### src/rtl/graphics_pkg.sv
// rtl/graphics_pkg.sv - shared VGA timing constants, colour types and palette defaults
package graphics_pkg;

  localparam int VGA_H_ACTIVE = 640;
  localparam int VGA_H_FP     = 16;
  localparam int VGA_H_SYNC   = 96;
  localparam int VGA_H_BP     = 48;
  localparam int VGA_V_ACTIVE = 480;
  localparam int VGA_V_FP     = 10;
  localparam int VGA_V_SYNC   = 2;
  localparam int VGA_V_BP     = 33;

  localparam int DEF_COLOR_BITS = 2;

  typedef struct packed {
    logic [DEF_COLOR_BITS-1:0] r;
    logic [DEF_COLOR_BITS-1:0] g;
    logic [DEF_COLOR_BITS-1:0] b;
  } rgb_t;

  // Raster signals carried down the delay line; syncs are active-high here.
  typedef struct packed {
    logic hs;
    logic vs;
    logic de;
  } raster_t;

  localparam rgb_t WHITE = '1;
  localparam rgb_t BLACK = '0;

  function automatic rgb_t pack_rgb(input logic [DEF_COLOR_BITS-1:0] r,
                                    input logic [DEF_COLOR_BITS-1:0] g,
                                    input logic [DEF_COLOR_BITS-1:0] b);
    rgb_t c;
    c.r = r;
    c.g = g;
    c.b = b;
    return c;
  endfunction

endpackage

### src/rtl/graphics_layer_mixer_vga_timing.sv
// rtl/graphics_layer_mixer_vga_timing.sv - raster counters, display enable, raw syncs and frame start
module vga_timing
  import graphics_pkg::*;
#(
  parameter int H_ACTIVE = VGA_H_ACTIVE,
  parameter int H_FP     = VGA_H_FP,
  parameter int H_SYNC   = VGA_H_SYNC,
  parameter int H_BP     = VGA_H_BP,
  parameter int V_ACTIVE = VGA_V_ACTIVE,
  parameter int V_FP     = VGA_V_FP,
  parameter int V_SYNC   = VGA_V_SYNC,
  parameter int V_BP     = VGA_V_BP
) (
  input  logic       clk,
  input  logic       reset,
  output logic [9:0] hpos_o,
  output logic [9:0] vpos_o,
  output logic       display_on_o,
  output logic       hsync_raw_o,
  output logic       vsync_raw_o,
  output logic       frame_start_o
);

  localparam int H_TOTAL = H_ACTIVE + H_FP + H_SYNC + H_BP;
  localparam int V_TOTAL = V_ACTIVE + V_FP + V_SYNC + V_BP;

  generate
    if (H_TOTAL > 1024 || V_TOTAL > 1024) begin : g_bad_timing
      $error("vga_timing: raster totals exceed the 10-bit counters");
    end
  endgenerate

  logic [9:0] hpos_q, hpos_d;
  logic [9:0] vpos_q, vpos_d;

  always_comb begin
    hpos_d = hpos_q + 10'd1;
    vpos_d = vpos_q;
    if (hpos_q == 10'(H_TOTAL - 1)) begin
      hpos_d = '0;
      vpos_d = (vpos_q == 10'(V_TOTAL - 1)) ? 10'd0 : vpos_q + 10'd1;
    end
  end

  always_ff @(posedge clk) begin
    if (reset) begin
      hpos_q <= '0;
      vpos_q <= '0;
    end else begin
      hpos_q <= hpos_d;
      vpos_q <= vpos_d;
    end
  end

  assign hpos_o        = hpos_q;
  assign vpos_o        = vpos_q;
  assign display_on_o  = (32'(hpos_q) < H_ACTIVE) && (32'(vpos_q) < V_ACTIVE);
  assign hsync_raw_o   = (32'(hpos_q) >= H_ACTIVE + H_FP) && (32'(hpos_q) < H_ACTIVE + H_FP + H_SYNC);
  assign vsync_raw_o   = (32'(vpos_q) >= V_ACTIVE + V_FP) && (32'(vpos_q) < V_ACTIVE + V_FP + V_SYNC);
  assign frame_start_o = (hpos_q == 10'd0) && (vpos_q == 10'd0);

endmodule

### src/rtl/graphics_layer_mixer.sv
// rtl/graphics_layer_mixer.sv - priority layer resolve into a run-time palette with latency-matched syncs
module graphics_layer_mixer
  import graphics_pkg::*;
#(
  parameter int H_ACTIVE   = VGA_H_ACTIVE,
  parameter int H_FP       = VGA_H_FP,
  parameter int H_SYNC     = VGA_H_SYNC,
  parameter int H_BP       = VGA_H_BP,
  parameter int V_ACTIVE   = VGA_V_ACTIVE,
  parameter int V_FP       = VGA_V_FP,
  parameter int V_SYNC     = VGA_V_SYNC,
  parameter int V_BP       = VGA_V_BP,
  parameter int SYNC_NEG   = 1,
  parameter int NUM_LAYERS = 4,
  parameter int COLOR_BITS = DEF_COLOR_BITS,
  parameter int LAYER_LAT  = 0,
  parameter int CONV       = 0
) (
  input  logic                                 clk,
  input  logic                                 reset,
  input  logic [NUM_LAYERS-1:0]                i_layer_hit,
  input  logic                                 i_pal_we,
  input  logic [$clog2(NUM_LAYERS+1)-1:0]      i_pal_addr,
  input  logic [3*COLOR_BITS-1:0]              i_pal_data,
  output logic [9:CONV]                        o_hpos,
  output logic [9:CONV]                        o_vpos,
  output logic                                 o_frame_start,
  output logic                                 o_hsync,
  output logic                                 o_vsync,
  output logic [COLOR_BITS-1:0]                o_red,
  output logic [COLOR_BITS-1:0]                o_green,
  output logic [COLOR_BITS-1:0]                o_blue
);

  localparam int AW = $clog2(NUM_LAYERS + 1);
  localparam int CW = 3 * COLOR_BITS;

  logic [9:0] hpos, vpos;
  raster_t    raw, dly;

  vga_timing #(
    .H_ACTIVE(H_ACTIVE), .H_FP(H_FP), .H_SYNC(H_SYNC), .H_BP(H_BP),
    .V_ACTIVE(V_ACTIVE), .V_FP(V_FP), .V_SYNC(V_SYNC), .V_BP(V_BP)
  ) u_timing (
    .clk          (clk),
    .reset        (reset),
    .hpos_o       (hpos),
    .vpos_o       (vpos),
    .display_on_o (raw.de),
    .hsync_raw_o  (raw.hs),
    .vsync_raw_o  (raw.vs),
    .frame_start_o(o_frame_start)
  );

  assign o_hpos = hpos[9:CONV];
  assign o_vpos = vpos[9:CONV];

  // Raster signals follow the renderers' pipeline so they meet i_layer_hit in step.
  generate
    if (LAYER_LAT == 0) begin : g_no_dly
      assign dly = raw;
    end else begin : g_dly
      raster_t pipe_q [LAYER_LAT];
      always_ff @(posedge clk) begin
        if (reset) begin
          for (int i = 0; i < LAYER_LAT; i++) pipe_q[i] <= '0;
        end else begin
          pipe_q[0] <= raw;
          for (int i = 1; i < LAYER_LAT; i++) pipe_q[i] <= pipe_q[i-1];
        end
      end
      assign dly = pipe_q[LAYER_LAT-1];
    end
  endgenerate

  logic [AW-1:0] win_idx;
  logic [CW-1:0] pal_q [NUM_LAYERS+1];
  logic [CW-1:0] color_d, color_q;
  logic          hs_q, vs_q;

  always_comb begin
    win_idx = AW'(NUM_LAYERS);
    for (int k = NUM_LAYERS - 1; k >= 0; k--) begin
      if (i_layer_hit[k]) win_idx = AW'(k);
    end
  end

  assign color_d = dly.de ? pal_q[win_idx] : '0;

  always_ff @(posedge clk) begin
    if (reset) begin
      color_q <= '0;
      hs_q    <= 1'b0;
      vs_q    <= 1'b0;
    end else begin
      color_q <= color_d;
      hs_q    <= dly.hs;
      vs_q    <= dly.vs;
    end
  end

  // Layers default to white, background to black; out-of-range writes are dropped.
  always_ff @(posedge clk) begin
    if (reset) begin
      for (int k = 0; k <= NUM_LAYERS; k++) pal_q[k] <= (k == NUM_LAYERS) ? '0 : '1;
    end else if (i_pal_we && (int'(i_pal_addr) <= NUM_LAYERS)) begin
      pal_q[i_pal_addr] <= i_pal_data;
    end
  end

  assign o_hsync = (SYNC_NEG != 0) ? ~hs_q : hs_q;
  assign o_vsync = (SYNC_NEG != 0) ? ~vs_q : vs_q;
  assign o_red   = color_q[CW-1 -: COLOR_BITS];
  assign o_green = color_q[2*COLOR_BITS-1 -: COLOR_BITS];
  assign o_blue  = color_q[COLOR_BITS-1:0];

endmodule

### config.mk
export PLATFORM = sky130hd
export DESIGN_NAME = graphics_layer_mixer
export DESIGN_NICKNAME = d
export VERILOG_FILES = /design/src/rtl/graphics_pkg.sv /design/src/rtl/graphics_layer_mixer_vga_timing.sv /design/src/rtl/graphics_layer_mixer.sv
export SDC_FILE = /design/constraint.sdc
export NUM_CORES = 1
export LEC_CHECK = 0
export ABC_AREA = 1
export CAP_MARGIN = 30
export CORE_UTILIZATION = 48
export CTS_CLUSTER_SIZE = 10
export DETAILED_ROUTE_END_ITERATION = 6
export PLACE_DENSITY_LB_ADDON = 0.1
export SLEW_MARGIN = 20
export SYNTH_ARGS = -nofsm -noshare
export SYNTH_HDL_FRONTEND = slang
export SYNTH_SLANG_ARGS = --single-unit
### constraint.sdc
create_clock -name clk -period 1.3 [get_ports clk]
set_input_delay 0.13 -clock clk [delete_from_list [all_inputs] [get_ports clk]]
set_output_delay 0.13 -clock clk [all_outputs]
set_load 0.05 [all_outputs]
# After elaboration in Yosys (flattened, before gate mapping)
# Memory sizes are Yosys's and may differ from the RTL's. A register that Yosys moved wholly into a read port is not among the register bits.
# Index checks and enable logic that the tools add are counted.
# totals
n_memories	1
input_bits	16
latch_bits	0
elab_cells	42
regBits	22
ramBits	30
rom_bits	0
output_inout_bits	29
# op_classes
mux	13
eq_ne	2
multipliers	0
n_lt_le_gt_ge	7
bitwise	3
div_mod_pow	0
n_reduce_logical	10
n_shift	0
add_sub_neg	2
# memory_table
memory	words	word_bits	read_ports	rd_ports_with_merged_regs	wr	line	text
pal_q	5	6	1	1	5	graphics_layer_mixer.sv:77	logic [CW-1:0] pal_q [NUM_LAYERS+1];
# op_table
op	count
$add 10x1->10 const B	2
$eq 10x10->1 const B	2
$logic_not 10->1	2
$lt 10x10->1 const B	2
$lt 10x9->1 const B	2
$mux 3	5
$ge 10x10->1 const B	1
$ge 10x9->1 const B	1
$mux 10	1
$mux 1	6
$mux 6	1
$reduce_or 6->1	1
$logic_and 1x1->1	5
$reduce_or 2->1	2
$le 3x3->1 const B	1
$not 1->1	3

# Logic depth before layout (Yosys ltp)
# Gate-level depths: netlist of the first run.
# depth
word_depth	7
mapped_depth	9
ltp_nobuf	9

# Hierarchy
# From an unflattened synthesis of the first run, not the netlist that was laid out.
# unflattened
hier_cells	389
hier_area_um2	3266.9
# modules_own_cells
module	cells_each	area_each_um2	seq_area_each_um2	n_inst
graphics_layer_mixer	212	2057.0	1241.2	1
vga_timing	177	1209.9	400.4	1

# Worst setup path before layout of the first run
# Ideal clock, no wire load.
# synth_timing
path_kind	register -> output
from	register u_timing.vpos_q[1], in the netlist u_timing.vpos_o[1]
to	output o_frame_start
n_path_buf	0
arrival_ps	2070
path_stages_with_launch	7
setup_slack_ps	-900
required_time_ps	1170
path_cell_list	dfxtp_1 > inv_1 > ha_1 > nand4_1 > nor2_1 > nand2_1 > nor3_1
# synth_via
elab_chain_len	2
# synth_rtl
element	line	text
start: declaration	graphics_layer_mixer_vga_timing.sv:34	logic [9:0] vpos_q, vpos_d;
start signal: assignment	graphics_layer_mixer_vga_timing.sv:51	vpos_q <= vpos_d;
$logic_not 10->1	graphics_layer_mixer_vga_timing.sv:60	assign frame_start_o = (hpos_q == 10'd0) && (vpos_q == 10'd0);
$logic_and 1x1->1	graphics_layer_mixer_vga_timing.sv:60	
end: declaration	graphics_layer_mixer.sv:27	output logic o_frame_start,
# Every way passes these cells.

# Final worst setup path of the first run
# layout_timing
from	register u_timing.hpos_q[4], in the netlist u_timing.hpos_o[4]
to	output o_frame_start
# layout_via
elab_chain_len	2
# layout_rtl
element	line	text
start: declaration	graphics_layer_mixer_vga_timing.sv:33	logic [9:0] hpos_q, hpos_d;
start signal: assignment	graphics_layer_mixer_vga_timing.sv:50	hpos_q <= hpos_d;
$logic_not 10->1	graphics_layer_mixer_vga_timing.sv:60	
$logic_and 1x1->1	graphics_layer_mixer_vga_timing.sv:60	
# Every way passes these cells.

==> flow_metrics.py, run 1 <==
metrics = {
    "place": {
        "dpl.hpwl_um": 5987,
        "gp_congestion": 0.9009,
        "placed_area_sq_mm": 0.004477,
        "port_buffers": 44,
    },
    "run_status": {
        "violations": "setup timing",
        "outcome": "complete, but fails checks",
    },
    "power": {
        "peakVddDrop_mv": 0.6115,
        "seq_power_share": 0.466,
        "p_clk_frac": 0.388,
        "p_leak_uw": 0.002130,
        "p_int_uw": 3628,
        "switching_share": 0.2572,
        "switchingPower_uw": 1256,
        "power.total_uw": 4883,
        "power_density_mw_per_mm2": 972.1,
        "p_comb_frac": 0.147,
    },
    "worst_hold_path": {
        "hold_depth": 1,
        "hp-class": "in -> reg",
        "whs_endpoint": "pal_q[5][2]",
        "hold_start": "i_pal_data[2]",
    },
    "setup_path": {
        "critPathRequiredTime_ps": 1170,
        "crit_chain": "nor2_1 > inv_1 > nor3_4 > buf_12",
        "worstReg2RegEnd": "u_timing.vpos_o[9]",
        "worst_r2r_path_depth": 8,
        "path_buf_inv": 2,
        "startpoint_type": "flip-flop",
        "worstPathMaxFanout": 8,
        "cp-end-kind": "output port",
        "critical-path-max-stage-delay_ps": 390,
        "cp_top_family": "simple AND/OR/NAND/NOR gates",
        "crit_slowest_cell": "dfxtp_4",
        "crit_cells": 4,
        "worstPathArrival_ps": 1550,
        "r2r_setup_slack_ps": -250,
        "r2r_start": "u_timing.hpos_o[1]",
        "path_class": "reg -> out",
    },
    "synthesis": {
        "synth_cells": 381,
        "synth_edf_count": 36,
        "async_flop_share": 0,
        "netlist_area_sq_mm": 0.003131,
        "ys_seq_area_frac": 0.5244,
        "yosys_warnings": 0,
        "ys_types": 31,
        "synth-seq-cells": 64,
        "ys.flop_type": "edfxtp_1",
        "avgSynthCellArea_sq_um": 8.217,
    },
    "floorplanning": {
        "fp.dieW_um": 82.76,
        "pin_count": 45,
        "die_area_sq_mm": 0.006849,
        "fp.dieH_um": 82.76,
        "initial_utilization": 0.4958,
        "rows": 29,
        "core-area_sq_mm": 0.006314,
    },
    "drt": {
        "drc_errors": 0,
        "first_pass_iters": 5,
        "drt-total-wl_um": 9036,
        "via_per_inst": 5.249,
        "vias": 3081,
        "wl_per_cell_um": 15.39,
        "antenna_left": 0,
        "drt-initial-drc-count": 168,
    },
    "clocking": {
        "cts_max_level": 3,
        "cts_buffers": 9,
        "clock_sinks": 64,
        "root_buffer": "clkbuf_8",
        "cts_tree": "built",
        "cts_hold_buf": 0,
        "clk_pin_slew_worst_paths_ps": 80,
        "clock_path_buffers": 2,
        "clock_latency_ps": 340,
    },
    "timing": {
        "drv_slew": 0,
        "hold_viol": 0,
        "min_period_ps": 1678,
        "worst_hold_slack_ps": 373.4,
        "clock_skew_ps": 10.01,
        "fmax_ghz": 0.5960,
        "fin_crit_sh": 1.291,
        "setup-violations-final": 22,
        "rsz0062_at_grt": "true",
        "worst_slack_ps": -377.9,
    },
    "finish": {
        "syn2layout_area_growth_pct": 60.47,
        "nets": 525,
        "multi_input_area_sq_mm": 0.001514,
        "drive_gt1_frac": 0.3843,
        "nFillCells": 378,
        "antennaDiodeCount": 0,
        "design_area_sq_mm": 0.005024,
        "seqCellArea_sq_mm": 0.001689,
    },
    "run": {
        "drv_cap": 0,
    },
    "global_routing": {
        "first_global_vias": 2885,
        "grt_usage": 0.2711,
        "grt_start_max_net_pins": 19,
        "grt_pass1_wl_um": 13230,
        "grt-ovfl-total": 0,
        "antenna_found_initial": 0,
    },
}
## layout make-up
class	count	share of cell area
clock buffers	11	0.02615
well taps	77	0.01918
multi-input cells	261	0.3014
repair buffers	114	0.2585
clock inverters	5	0.01619
flip-flops and latches	64	0.3362
inverters	55	0.04234
## per-stage QoR
| step | setup WS (ps) | instances | setup TNS, ps | utilization |
|---|---|---|---|---|
| floorplan | -171.7 | 386 | -1660 | - |
| global placement | -271.1 | 560 | -13730 | 0.7091 |
| detailed placement | -313.3 | 560 | -16640 | 0.7091 |
| CTS | -322.4 | 585 | -1450 | 0.7818 |
| global route | -455.2 | 587 | -4927 | 0.7957 |
| finish | -377.9 | 587 | -3716 | 0.7957 |
## registers in the layout (all words and copies together), names as in the netlist
name	count
u_timing.hpos_o	10
u_timing.vpos_o	10
pal_q	36
hs_q	1
color_q	6
vs_q	1
## placed cells by master, fill, tap and decap left out, types with 4 or more instances in the layout
cell             count
dfxtp_2             11
xor2_1               5
nor3_1               5
dfxtp_4              9
a21oi_1             12
nor2_2               8
clkbuf_8             9
conb_1               6
edfxtp_1            36
nor2_1              39
buf_12              30
inv_2                9
nand4_1             12
nand2_1             83
clkdlybuf4s50_1     15
nand2_4              4
nand3_1             38
nand2_2             10
dfxtp_1              8
nor3_2               4
buf_6                8
buf_4               61
nor2_4               9
inv_1               42
## timing repair
item | in CTS | in global routing
setup buffers | 9 | 3
endpoints found under the setup margin | 21 | 53
gates resized for setup | 45 | 25
pin swaps | 20 | 13
## Yosys cell counts (all sizes together), types with 4 or more instances
| cell type | n | area, sq um |
|---|---|---|
| xor2 | 5 | 43.79 |
| a21oi | 14 | 70.07 |
| inv | 53 | 198.9 |
| buf | 6 | 51.30 |
| dfxtp | 28 | 560.5 |
| nand3 | 42 | 215.2 |
| o21ai | 6 | 33.78 |
| nand4 | 12 | 75.07 |
| ha | 4 | 50.05 |
| nor2 | 56 | 217.7 |
| nand2 | 98 | 387.9 |
| nor3 | 10 | 55.05 |
| edfxtp | 36 | 1081 |
## logic make-up after synthesis
kind of cell    Yosys count  synth area share
buf+inv                  61           0.08234
flops                    64            0.5244
simple gates            221            0.3125
xor+xnor                  6           0.01679
other cells               1          0.001198
compound gates           24           0.04677
fa+ha+maj                 4           0.01599
## power by group through the flow
stage | Sequential (uW) | Clock, uW | Combinational, uW
3_5_place_dp | 2320 | 0 | 649
3_3_place_gp | 2320 | 0 | 635
5_1_grt | 2280 | 1980 | 765
4_1_cts | 2280 | 1880 | 686
6_report | 2270 | 1890 | 716
2_1_floorplan | 2390 | 0 | 250
## worst reg2reg max path: stages (launching register included)
cell,delay [ps]
dfxtp_4,360
buf_4,100
buf_6,90
ha_4,150
nand2_4,60
nor2_4,160
nand3_4,140
o21ai_4,270
nor2_1,90
## layer usage
metal  part of all wire  global-route usage  wire length (um)  vias up
met5                  0                   0                 0        -
met4              0.051              0.1741               462        0
met2               0.53              0.4770              4746      130
met1               0.37              0.2865              3381     1415
met3              0.049             0.06813               445       49
li1                   -                   -                 -     1487
## worst max-delay path by stage
| stage | slack (ps) | endpoint | startpoint |
|---|---|---|---|
| after floorplan | -170 | o_frame_start | u_timing.vpos_o[0] |
| after global placement | -270 | color_q[5] | reset |
| after detailed placement | -310 | color_q[5] | reset |
| after CTS | -320 | o_frame_start | u_timing.hpos_o[1] |
| after global routing | -460 | o_frame_start | u_timing.hpos_o[1] |
| final | -380 | o_frame_start | u_timing.hpos_o[4] |
No activity file was read; power rests on OpenSTA's default activity.
==> run 2: changes to the inputs <==
CORE_MARGIN = 2   (was not set)
==> run 2 against run 1 <==
Net effect:
- the flow still finishes with violations (setup timing)
- worst setup slack worse by 150 ps
- clock-buffer cell count down 1
- clock power down 21%
- worst hold slack worse by 11 ps
- critical path depth up 2
- power down 8.5%
- die area up 4.9%
- via count up 3.9%
- first-iteration DRC count up 43%
- non-clock buffer count up 1
- combinational power down 2%
- global-route usage down 0.25 points
==> flow_metrics.py, run 2 (synthesized netlist as in run 1, its figures left out) <==
metrics = {
    "setup_path": {
        "worst_r2r_path_depth": 10,
        "path_class": "reg -> out",
        "startpoint_type": "flip-flop",
        "r2r_setup_slack_ps": -290,
        "cp-end-kind": "output port",
        "worstPathArrival_ps": 1700,
        "worstReg2RegEnd": "u_timing.vpos_o[6]",
        "r2r_start": "u_timing.vpos_o[0]",
        "worstPathMaxFanout": 4,
        "critPathRequiredTime_ps": 1170,
    },
    "power": {
        "peakVddDrop_mv": 0.5817,
        "power_density_mw_per_mm2": 900.7,
        "p_leak_uw": 0.002078,
    },
    "timing": {
        "min_period_ps": 1830,
        "drv_slew": 0,
        "rsz0062_at_grt": "true",
        "fmax_ghz": 0.5464,
        "hold_viol": 0,
        "clock_skew_ps": 10.11,
        "worst_slack_ps": -530.1,
        "setup-violations-final": 24,
        "fin_crit_sh": 1.408,
    },
    "finish": {
        "multi_input_area_sq_mm": 0.001496,
        "largest_register_ffs": 36,
        "largest_register": "pal_q",
        "drive_gt1_frac": 0.3836,
        "seqCellArea_sq_mm": 0.001687,
        "nFillCells": 404,
        "nets": 526,
        "syn2layout_area_growth_pct": 58.47,
        "design_area_sq_mm": 0.004961,
        "final_cell_mix": "nand2_1 (85), buf_4 (60), inv_1 (43)",
        "final_core_utilization": 0.7858,
        "antennaDiodeCount": 0,
        "final_common_cell": "nand2_1",
    },
    "worst_hold_path": {
        "hold_depth": 1,
        "whs_endpoint": "pal_q[5][2]",
        "hp-class": "in -> reg",
        "hold_start": "i_pal_data[2]",
    },
    "drt": {
        "wl_met1_um": 3323,
        "drt-initial-drc-count": 240,
        "drc_errors": 0,
        "antenna_left": 0,
        "first_pass_iters": 5,
        "dr_wl_met2_um": 4783,
        "via_per_inst": 5.446,
        "wl_per_cell_um": 15.91,
        "vias": 3202,
        "top_layer": "met4",
        "drt-total-wl_um": 9355,
        "wl_met3_um": 662,
    },
    "floorplanning": {
        "core-area_sq_mm": 0.006314,
        "die_area_sq_mm": 0.007184,
        "initial_utilization": 0.4958,
        "pin_count": 45,
        "fp.dieH_um": 84.76,
        "fp.dieW_um": 84.76,
        "rows": 29,
    },
    "clocking": {
        "cts_tree": "built",
        "cts_max_level": 3,
        "clock_path_buffers": 2,
        "clock_sinks": 64,
        "clock_latency_ps": 350,
        "clk_pin_slew_worst_paths_ps": 80,
        "root_buffer": "clkbuf_8",
        "cts_buffers": 9,
    },
    "global_routing": {
        "grt_pass1_wl_um": 14860,
        "first_global_vias": 3170,
        "grt-ovfl-total": 0,
        "grt_usage": 0.2685,
        "antenna_found_initial": 0,
        "grt_start_max_net_pins": 19,
    },
    "place": {
        "placed_area_sq_mm": 0.004479,
        "port_buffers": 44,
        "gp_congestion": 0.8604,
        "dpl.hpwl_um": 6106,
    },
    "run_status": {
        "violations": "setup timing",
        "outcome": "complete, but fails checks",
    },
    "run": {
        "drv_cap": 0,
    },
}
run 2: changes by cell type in the layout (fill, tap and decap cells not counted), moves of 2 or more:
| cell | previous run | this run |
|---|---|---|
| nand2_2 | 10 | 8 |
| clkinv_4 | 2 | 0 |
| nor2_4 | 9 | 7 |
| buf_6 | 8 | 11 |
| nand2_1 | 83 | 85 |
| clkinvlp_4 | 0 | 3 |
| clkinv_2 | 1 | 3 |
| bufinv_16 | 2 | 0 |
run 2: through the flow:
| stage | cells | total power (uW) | TNS (ps) | setup slack, ps | hold slack (ps) |
|---|---|---|---|---|---|
| 5_1_grt | 588 | 4631 | -5251 | -574.8 | 355.0 |
| 6_report | 588 | 4468 | -3928 | -530.1 | 362.5 |
| 3_5_place_dp | 562 | 2962 | -16920 | -328.2 | 482.6 |
| 3_3_place_gp | 562 | 2954 | -14340 | -287.1 | 471.3 |
| 2_1_floorplan | 386 | 2636 | -1660 | -171.7 | 191.7 |
| 4_1_cts | 586 | 4446 | -2031 | -326.2 | 358.2 |
run 2: critical path, stage by stage (launching register included):
cell and delay [ps]:
dfxtp_4 380, nor2_1 230, nand3_1 140, nor2_1 140, nand2_1 100, nor3_4 180, buf_12 160
run 2: metal layers:
metal	up-vias	global-route usage
met5	-	0
met4	0	0.1919
met3	59	0.05605
met2	176	0.4574
met1	1483	0.2962
li1	1484	-
run 2: worst max-delay path by stage:
stage	from	cells after the start	slack, ps	to
detailed placement	reset	6	-330	pal_q[4][4]
floorplan	u_timing.vpos_o[0]	6	-170	o_frame_start
CTS	u_timing.vpos_o[1]	7	-330	o_frame_start
global placement	reset	8	-290	color_q[5]
global route	u_timing.hpos_o[2]	6	-570	o_frame_start
finish	u_timing.hpos_o[2]	6	-530	o_frame_start
run 2: repair_timing:
action	CTS	global route
setup buffers	9	3
pin swaps	21	6
setup endpoints to repair	20	44
cloned	0	0
hold buffers	0	0
resized for setup	49	18
run 2: layout make-up:
class	instances	share of cell area
Tap cell	77	0.01942
Sequential cell	64	0.3400
Multi-Input combinational cell	261	0.3016
Inverter	55	0.04288
Clock buffer	10	0.02573
Clock inverter	6	0.007314
Timing Repair Buffer	115	0.2631
run 2: where the power goes:
part           total (uW)  internal (uW)  switching, uW
logic                 705            313            392
registers            2270           2230           49.6
clock network        1490            678            811
total                4470           3220           1250
==> run 3: changes to the inputs <==
REMOVE_ABC_BUFFERS = 1   (was not set)
==> run 3 against run 2 <==
Net effect:
- the run still ends with setup timing left
- fmax is 1.3% higher
- final cell count rose by 1.5%
- wire length fell by 2.7%
- clock power is 22% higher
- global-route usage fell by 0.47 points
- clock-buffer cell count unchanged
- via count down 2.1%
- design area up 1.0%
- combinational power increased by 2%
- sequential share of layout area is 1.1 points lower
- sequential power is essentially flat
- critical path type unchanged
- critical endpoint unchanged
- largest power group unchanged
==> flow_metrics.py, run 3 (synthesized netlist as in run 1, its figures left out) <==
metrics = {
    "place": {
        "port_buffers": 44,
        "placed_cells_incl_taps": 572,
        "dpl.hpwl_um": 5977,
        "gp_congestion": 0.8424,
        "placed_area_sq_mm": 0.004471,
        "place_ws_ps": -288.5,
    },
    "timing": {
        "rsz0062_at_grt": "true",
        "drv_slew": 0,
        "worst_slack_ps": -507.4,
        "setup-violations-final": 27,
        "clock_skew_ps": 6.761,
        "fmax_ghz": 0.5533,
        "fin_crit_sh": 1.390,
        "min_period_ps": 1807,
        "setup_tns_ps": -3759,
        "hold_viol": 0,
    },
    "setup_path": {
        "worstReg2RegEnd": "u_timing.vpos_o[1]",
        "critPathRequiredTime_ps": 1170,
        "startpoint_type": "flip-flop",
        "r2r_setup_slack_ps": -250,
        "worstPathArrival_ps": 1680,
        "r2r_start": "u_timing.hpos_o[1]",
        "worst_r2r_path_depth": 9,
        "cp-end-kind": "output port",
        "path_class": "reg -> out",
        "worstPathMaxFanout": 2,
    },
    "clocking": {
        "clk_pin_slew_worst_paths_ps": 70,
        "root_buffer": "clkbuf_8",
        "cts_hold_buf": 0,
        "clock_sinks": 64,
        "clock_latency_ps": 350,
        "clock_path_buffers": 2,
        "cts_max_level": 3,
        "cts_buffers": 9,
        "cts_tree": "built",
    },
    "floorplanning": {
        "fp.dieW_um": 84.76,
        "rows": 29,
        "fp.dieH_um": 84.76,
        "initial_utilization": 0.4958,
        "pin_count": 45,
        "die_area_sq_mm": 0.007184,
        "core-area_sq_mm": 0.006314,
    },
    "drt": {
        "via_per_inst": 5.250,
        "drt-total-wl_um": 9101,
        "drt-initial-drc-count": 143,
        "first_pass_iters": 5,
        "vias": 3134,
        "wl_per_cell_um": 15.24,
        "drc_errors": 0,
        "antenna_left": 0,
    },
    "finish": {
        "final_common_cell": "nand2_1",
        "seqCellArea_sq_mm": 0.001649,
        "antennaDiodeCount": 0,
        "design_area_sq_mm": 0.005011,
        "largest_register_ffs": 36,
        "largest_register": "pal_q",
        "syn2layout_area_growth_pct": 60.07,
        "nets": 536,
        "multi_input_area_sq_mm": 0.001469,
        "final_cell_mix": "nand2_1 (87), buf_4 (71), inv_1 (46)",
        "instances_no_fill": 597,
        "final_core_utilization": 0.7937,
        "drive_gt1_frac": 0.3462,
        "nFillCells": 390,
    },
    "power": {
        "peakVddDrop_mv": 0.7237,
        "p_leak_uw": 0.002142,
        "power_density_mw_per_mm2": 962.0,
    },
    "run_status": {
        "violations": "setup timing",
        "outcome": "complete, but fails checks",
    },
    "worst_hold_path": {
        "whs_endpoint": "pal_q[5][3]",
        "hp-class": "in -> reg",
        "hold_depth": 1,
        "hold_start": "i_pal_data[3]",
    },
    "global_routing": {
        "grt_pass1_wl_um": 14730,
        "grt_usage": 0.2638,
        "antenna_found_initial": 0,
        "first_global_vias": 3297,
        "grt_start_max_net_pins": 19,
        "grt-ovfl-total": 0,
    },
    "run": {
        "drv_cap": 0,
    },
}
==> run 3: cell count changes in the layout (fill, tap and decap cells not counted), moves of 4 or more <==
cell,delta
buf_4,+11
dfxtp_1,+14
dfxtp_2,-6
dfxtp_4,-8
nor2_2,-4
==> run 3: power breakdown <==
part           switching [uW]  total, uW  internal [uW]
logic                     387        720            333
registers                45.5       2280           2240
clock network             762       1820           1050
==> run 3: per-layer routing <==
layer  GRT usage  up-vias  wire [um]
li1            -     1497          -
met4      0.1544        0        379
met1      0.2711     1462       3444
met2      0.4817      136       4782
met3     0.06490       39        495
met5           0        -          0
==> run 3: cell type report <==
| class | count | area share |
|---|---|---|
| flip-flops and latches | 64 | 0.3291 |
| well taps | 77 | 0.01923 |
| repair buffers | 125 | 0.2764 |
| inverters | 55 | 0.04220 |
| clock inverters | 5 | 0.01448 |
| clock buffers | 10 | 0.02547 |
| multi-input cells | 261 | 0.2931 |
==> run 3: how the worst max path moves through the flow <==
stage               slack [ps]       endpoint          startpoint  cells after the start
floorplan                 -900  o_frame_start  u_timing.vpos_o[1]                      6
global placement          -240    pal_q[2][1]               reset                      7
detailed placement        -290    pal_q[0][2]               reset                      7
CTS                       -520  o_frame_start  u_timing.hpos_o[1]                      9
global route              -610  o_frame_start  u_timing.hpos_o[1]                      9
finish                    -510  o_frame_start  u_timing.hpos_o[1]                      9
==> run 3: timing repair <==
action / 4_1_cts / 5_1_grt
setup buffers: 9 / 2
pin swaps: 18 / 17
setup endpoints to repair: 22 / 41
gates resized for setup: 50 / 21
==> run 3: through the flow <==
stage / hold slack [ps] / total power, uW
floorplan: 199.1 / 2621
global placement: 514.1 / 2962
detailed placement: 524.7 / 2975
CTS: 364.0 / 4814
global route: 369.6 / 4968
finish: 372.4 / 4820
==> run 3: critical path: stages (launching register included) <==
cell and delay [ps]:
dfxtp_2 330, buf_6 120, inv_4 50, ha_4 120, nand4_1 80, nor2_1 110
nand2_1 80, nor3_2 170, buf_4 160, buf_12 120
